===== src/rtl/ringosc_freq_meter.sv =====
// Ring-oscillator frequency meter: counts synchronized osc_in rising edges
// over a fixed clk gate window and offers the saturated count via valid/ready.
module ringosc_freq_meter #(
    parameter int GATE_CYCLES = 65536,
    parameter int CNT_W       = 24
) (
    input  logic             clk,
    input  logic             rst,
    input  logic             osc_in,
    input  logic             start,
    output logic             busy,
    output logic [CNT_W-1:0] result,
    output logic             result_valid,
    input  logic             result_ready,
    output logic             overflow
);

    localparam int GW = $clog2(GATE_CYCLES + 1);

    localparam logic [1:0] IDLE = 2'd0;
    localparam logic [1:0] ARM  = 2'd1;
    localparam logic [1:0] GATE = 2'd2;
    localparam logic [1:0] HOLD = 2'd3;

    localparam logic [GW-1:0]    GATE_LOAD = GW'(GATE_CYCLES);
    localparam logic [GW-1:0]    GATE_ONE  = GW'(1);
    localparam logic [CNT_W-1:0] CNT_ONE   = CNT_W'(1);
    localparam logic [CNT_W-1:0] CNT_MAX   = '1;

    logic [1:0]       state;
    logic [1:0]       state_nxt;
    logic             s0;
    logic             s1;
    logic             s2;
    logic             osc_edge;
    logic [GW-1:0]    gate_cnt;
    logic             gate_last;
    logic [CNT_W-1:0] edge_cnt;
    logic [CNT_W-1:0] cnt_nxt;
    logic             ovf_flag;
    logic             ovf_nxt;

    // Three-flop synchronizer for the asynchronous oscillator net; runs always.
    always_ff @(posedge clk or posedge rst) begin
        if (rst) begin
            s0 <= 1'b0;
            s1 <= 1'b0;
            s2 <= 1'b0;
        end else begin
            s0 <= osc_in;
            s1 <= s0;
            s2 <= s1;
        end
    end

    assign osc_edge  = s1 & ~s2;
    assign gate_last = (gate_cnt == GATE_ONE);

    // Saturating edge count including this cycle's edge; edge at max flags overflow.
    always_comb begin
        cnt_nxt = edge_cnt;
        ovf_nxt = ovf_flag;
        if (osc_edge) begin
            if (edge_cnt == CNT_MAX) begin
                ovf_nxt = 1'b1;
            end else begin
                cnt_nxt = edge_cnt + CNT_ONE;
            end
        end
    end

    // Next-state logic; start is only honoured in IDLE and never queued.
    always_comb begin
        state_nxt = state;
        unique case (state)
            IDLE: if (start) state_nxt = ARM;
            ARM:  state_nxt = GATE;
            GATE: if (gate_last) state_nxt = HOLD;
            HOLD: if (result_ready) state_nxt = IDLE;
            default: state_nxt = IDLE;
        endcase
    end

    // State register.
    always_ff @(posedge clk or posedge rst) begin
        if (rst) begin
            state <= IDLE;
        end else begin
            state <= state_nxt;
        end
    end

    // Gate/edge counters: cleared in ARM, advanced in GATE, latched on the last GATE cycle.
    always_ff @(posedge clk or posedge rst) begin
        if (rst) begin
            gate_cnt <= '0;
            edge_cnt <= '0;
            ovf_flag <= 1'b0;
            result   <= '0;
            overflow <= 1'b0;
        end else begin
            if (state == ARM) begin
                gate_cnt <= GATE_LOAD;
                edge_cnt <= '0;
                ovf_flag <= 1'b0;
            end else if (state == GATE) begin
                gate_cnt <= gate_cnt - GATE_ONE;
                edge_cnt <= cnt_nxt;
                ovf_flag <= ovf_nxt;
                if (gate_last) begin
                    result   <= cnt_nxt;
                    overflow <= ovf_nxt;
                end
            end
        end
    end

    assign busy         = (state == ARM) || (state == GATE);
    assign result_valid = (state == HOLD);

endmodule


===== config.mk =====
export PLATFORM = sky130hd
export DESIGN_NAME = ringosc_freq_meter
export DESIGN_NICKNAME = d
export VERILOG_FILES = /design/src/rtl/ringosc_freq_meter.sv
export SDC_FILE = /design/constraint.sdc
export NUM_CORES = 1
export LEC_CHECK = 0
export CORE_MARGIN = 2
export CORE_UTILIZATION = 58
export DETAILED_ROUTE_END_ITERATION = 8
export HOLD_SLACK_MARGIN = 0.02
export PLACE_DENSITY = 0.8
export SLEW_MARGIN = 0
export SYNTH_ARGS = -nofsm -noshare
export SYNTH_HDL_FRONTEND = slang
export SYNTH_SLANG_ARGS = --single-unit
export TNS_END_PERCENT = 1

===== constraint.sdc =====
create_clock -name clk -period 2.64 [get_ports clk]
set_input_delay 0.528 -clock clk [delete_from_list [all_inputs] [get_ports clk]]
set_output_delay 0.528 -clock clk [all_outputs]
set_load 0.03 [all_outputs]

==> impl_metrics.py <==
metrics = {
    "outcome": {
        "run_status": "finished, final reports clean",
    },
    "placed_design": {
        "port_buffers": 31,
        "placedCellCount": 519,
        "pre_cts_slack_ns": 0.141,
        "estimated_wirelength_of_the_detail_placed_design_um": 6040,
        "place.gp.congestion": 0.867,
    },
    "synthesis": {
        "netlist.area_leader.share": 0.471,
        "synth.lib_cells_used.distinct": 47,
        "synthTopCellsByArea": "dfrtp_1 47%, xnor2_1 6.6%, o21ai_0 5.9%",
        "synthCells": 415,
        "post-synth-top-area-cell": "dfrtp_1",
        "post_synth.cell_area_avg_um2": 9.21,
        "synthTopCellsByCount": "72 x dfrtp_1, 45 x nand2_1, 45 x o21ai_0, 35 x nor2_1, 29 x xnor2_1",
        "asyncSetResetFlopFracSynth": 1.00,
        "ys_ff_latch": 72,
        "ys_seq_area_frac": 0.471,
        "mappedNetlistNets": 427,
        "synth_top_flop_cell": "dfrtp_1",
        "yosys_warnings": 0,
        "edff_count_synth": 0,
        "post-synth-top-count-cell": "dfrtp_1",
        "synth_area_mm2": 0.00382,
    },
    "setup_path": {
        "cp-end-kind": "flop",
        "reg2reg_setup_slack_ns": 0.15,
        "worstRegToRegCells": 7,
        "r2r-start": "gate_cnt[1]$_DFFE_PP0P_",
        "critical_path_class": "flop to flop",
        "worstSetupStartpointType": "flop",
        "crit-reg2reg-capture": "result[23]$_DFFE_PP0P_",
        "critical_path_arrival_ns": 2.77,
        "slowest_stage": "or4_4",
        "timing.critical_path.fanout_max": 3,
        "critical_path.top_delay_family": "simple AND/OR/NAND/NOR gates",
        "worstPathBufferInverterCount": 1,
        "worstPathCellList": "inv_2 -> ha_1 -> or4b_4 -> or4_4 -> or2_1 -> or4_1 -> nand3_1",
        "slowest_delay_ns": 0.53,
        "worstPathRequired_ns": 2.92,
    },
    "clock_network": {
        "tritoncts_clock_tree": "done",
        "cts_made_buffers": 9,
        "ctsHtreeMaxLevel": 3,
        "clock-root-buffer": "clkbuf_8",
        "cts_hold_buf": 0,
        "cts_max_path_buffers": 2,
        "tritoncts_num_sinks": 72,
        "clk-insertion-delay-late_ns": 0.35,
        "clk_pin_slew_worst_paths_ns": 0.07,
    },
    "power_and_ir_drop": {
        "leakagePower_nw": 1.91,
        "p_sw_frac": 0.386,
        "p_comb_frac": 0.375,
        "powerDensity_mw_per_mm2": 863,
        "seq_power_share": 0.366,
        "peakVddDrop_mv": 0.714,
        "power_switching_mw": 1.51,
        "internal_power_mw": 2.40,
        "clkPwrFrac": 0.259,
    },
    "worst_hold_path": {
        "worst_hold_path_type": "flop to flop",
        "hold-path-endpoint": "s1$_DFF_PP0_",
        "number_of_instances_on_the_worst_hold_path": 0,
        "worstHoldStart": "s0$_DFF_PP0_",
    },
    "sta": {
        "worst_slew_pin_slew_ns": 0.577,
        "fin_crit_ns": 2.49,
        "timing.final.ws_setup_ns": 0.155,
        "maxSlewViolCount": 0,
        "grt_setup_unrepaired": "no",
        "setup_total_negative_slack_ns": 0,
        "slew_headroom": 0.614,
        "setup_violating_endpoint_count_in_the_final_report": 0,
        "holdWs_ns": 0.358,
        "fin_worst_skew_ns": 0.00986,
        "fmaxAchievable_ghz": 0.402,
        "hold_violations": 0,
        "layout_worst_path_cycle_share": 0.941,
    },
    "finish": {
        "flow.area_growth_from_synthesis_pct": 18.5,
        "finalNetCount": 465,
        "antenna-diode-count": 0,
        "finalCoreUtilization": 0.713,
        "drive_gt1_frac": 0.0939,
        "fillerInstances": 477,
        "final-instance-count-excl-fill": 535,
    },
    "global_route": {
        "grt_antenna_before_repair": 0,
        "global_route.usage.met2": 0.415,
        "global_route.usage.met3": 0.0564,
        "globalRouteOverflowTotal": 0,
        "grt.total_usage": 0.264,
        "gr-usage-met1": 0.370,
        "grt_start_max_net_pins": 35,
        "grt_first_pass_wirelength_um": 15200,
        "grt_most_used_layer": "met2",
        "via_count_of_the_first_global_routing_pass": 3164,
    },
    "route": {
        "routed-via-count": 3312,
        "drtAntennaViolNets": 0,
        "dr.pass1.iters": 5,
        "drt-initial-drc-count": 319,
        "routed_via_density": 6.19,
        "wire_per_inst_um": 16.7,
        "detail_route.drc_violations": 0,
        "wirelength_um": 8930,
    },
    "floorplanning": {
        "number_of_placed_i_o_pins": 32,
        "start_util": 0.602,
        "fp.coreArea_mm2": 0.00635,
        "dieWidth_um": 85.2,
        "die_area_mm2": 0.00726,
        "placementRows": 29,
        "die_h_um": 85.2,
    },
    "flow_run": {
        "drv_cap": 0,
    },
}
## flip-flops by register name, summed over array words and instances (netlist names)
name      count
state         2
s2            1
gate_cnt     17
edge_cnt     24
s1            1
s0            1
ovf_flag      1
overflow      1
result       24
## worst max-delay path by stage
stage	start	endpoint	slack, ns	cells past startpoint
detailed placement	gate_cnt[1]$_DFFE_PP0P_	result[23]$_DFFE_PP0P_	0.14	7
finish	gate_cnt[1]$_DFFE_PP0P_	result[23]$_DFFE_PP0P_	0.15	7
floorplan	state[0]$_DFFE_PP0P_	gate_cnt[12]$_DFFE_PP0P_	0.21	8
global placement	gate_cnt[1]$_DFFE_PP0P_	result[23]$_DFFE_PP0P_	0.21	7
CTS	gate_cnt[1]$_DFFE_PP0P_	result[23]$_DFFE_PP0P_	0.13	7
global route	gate_cnt[1]$_DFFE_PP0P_	result[23]$_DFFE_PP0P_	0.03	7
## timing repair
item | 4_1_cts | 5_1_grt
buffers inserted | 0 | 0
endpoints found under the setup margin | 0 | 1
resized for setup | 0 | 1
## cell usage in the layout (no fill, tap or decap), types with 4 or more instances in the layout
cell / n
dfrtp_1: 72
nand2_1: 45
o21ai_0: 45
nor2_1: 35
clkdlybuf4s50_1: 31
xnor2_1: 29
buf_4: 18
nand3_1: 15
inv_1: 12
nor4_1: 12
clkbuf_8: 12
nand4_1: 9
nor3_1: 9
a21oi_1: 9
or4_1: 8
a21o_1: 8
or3_1: 7
ha_1: 7
a31oi_1: 5
and3_1: 4
a2111oi_0: 4
o211ai_1: 4
a21bo_2: 4
mux2i_1: 4
## metrics by stage
| stage | total power [mW] | instance area [um^2] |
|---|---|---|
| finish | 3.91 | 4530 |
| global route | 4.13 | 4530 |
| CTS | 3.90 | 4530 |
| detailed placement | 2.89 | 4300 |
| global placement | 2.83 | 4300 |
| floorplan | 2.43 | 3820 |
## layout make-up
type,instances,area (um^2),area share
Tap cell,77,96.3,0.0213
Inverter,14,52.6,0.0116
Clock inverter,2,60.1,0.0133
Multi-Input combinational cell,306,1880,0.415
Timing Repair Buffer,50,465,0.103
Clock buffer,14,173,0.0381
Sequential cell,72,1800,0.398
## routing by layer
metal | up-vias | wire (um)
li1 | 1569 | -
met1 | 1600 | 3970
met2 | 127 | 4270
met3 | 16 | 544
met4 | 0 | 135
met5 | - | 0
## power groups by stage
stage / Combinational (mW) / Clock [mW] / Sequential (mW)
global placement: 1.40 / 0 / 1.43
detailed placement: 1.44 / 0 / 1.45
floorplan: 1.00 / 0 / 1.43
finish: 1.46 / 1.01 / 1.43
global route: 1.61 / 1.07 / 1.46
CTS: 1.45 / 1.02 / 1.43
## logic make-up (layout without fill, tap and decap cells)
| kind of cell | count (synthesis) | in the layout | share of synthesized area |
|---|---|---|---|
| AO/OA/AOI/OAI | 102 | 102 | 0.170 |
| XOR/XNOR | 32 | 32 | 0.0733 |
| adder cells (fa/ha/maj) | 7 | 7 | 0.0229 |
| buffers and inverters | 37 | 80 | 0.0370 |
| flip-flops | 72 | 72 | 0.471 |
| multiplexers | 4 | 4 | 0.0105 |
| AND/OR/NAND/NOR | 161 | 161 | 0.215 |
(Power assumes the default switching activity.)
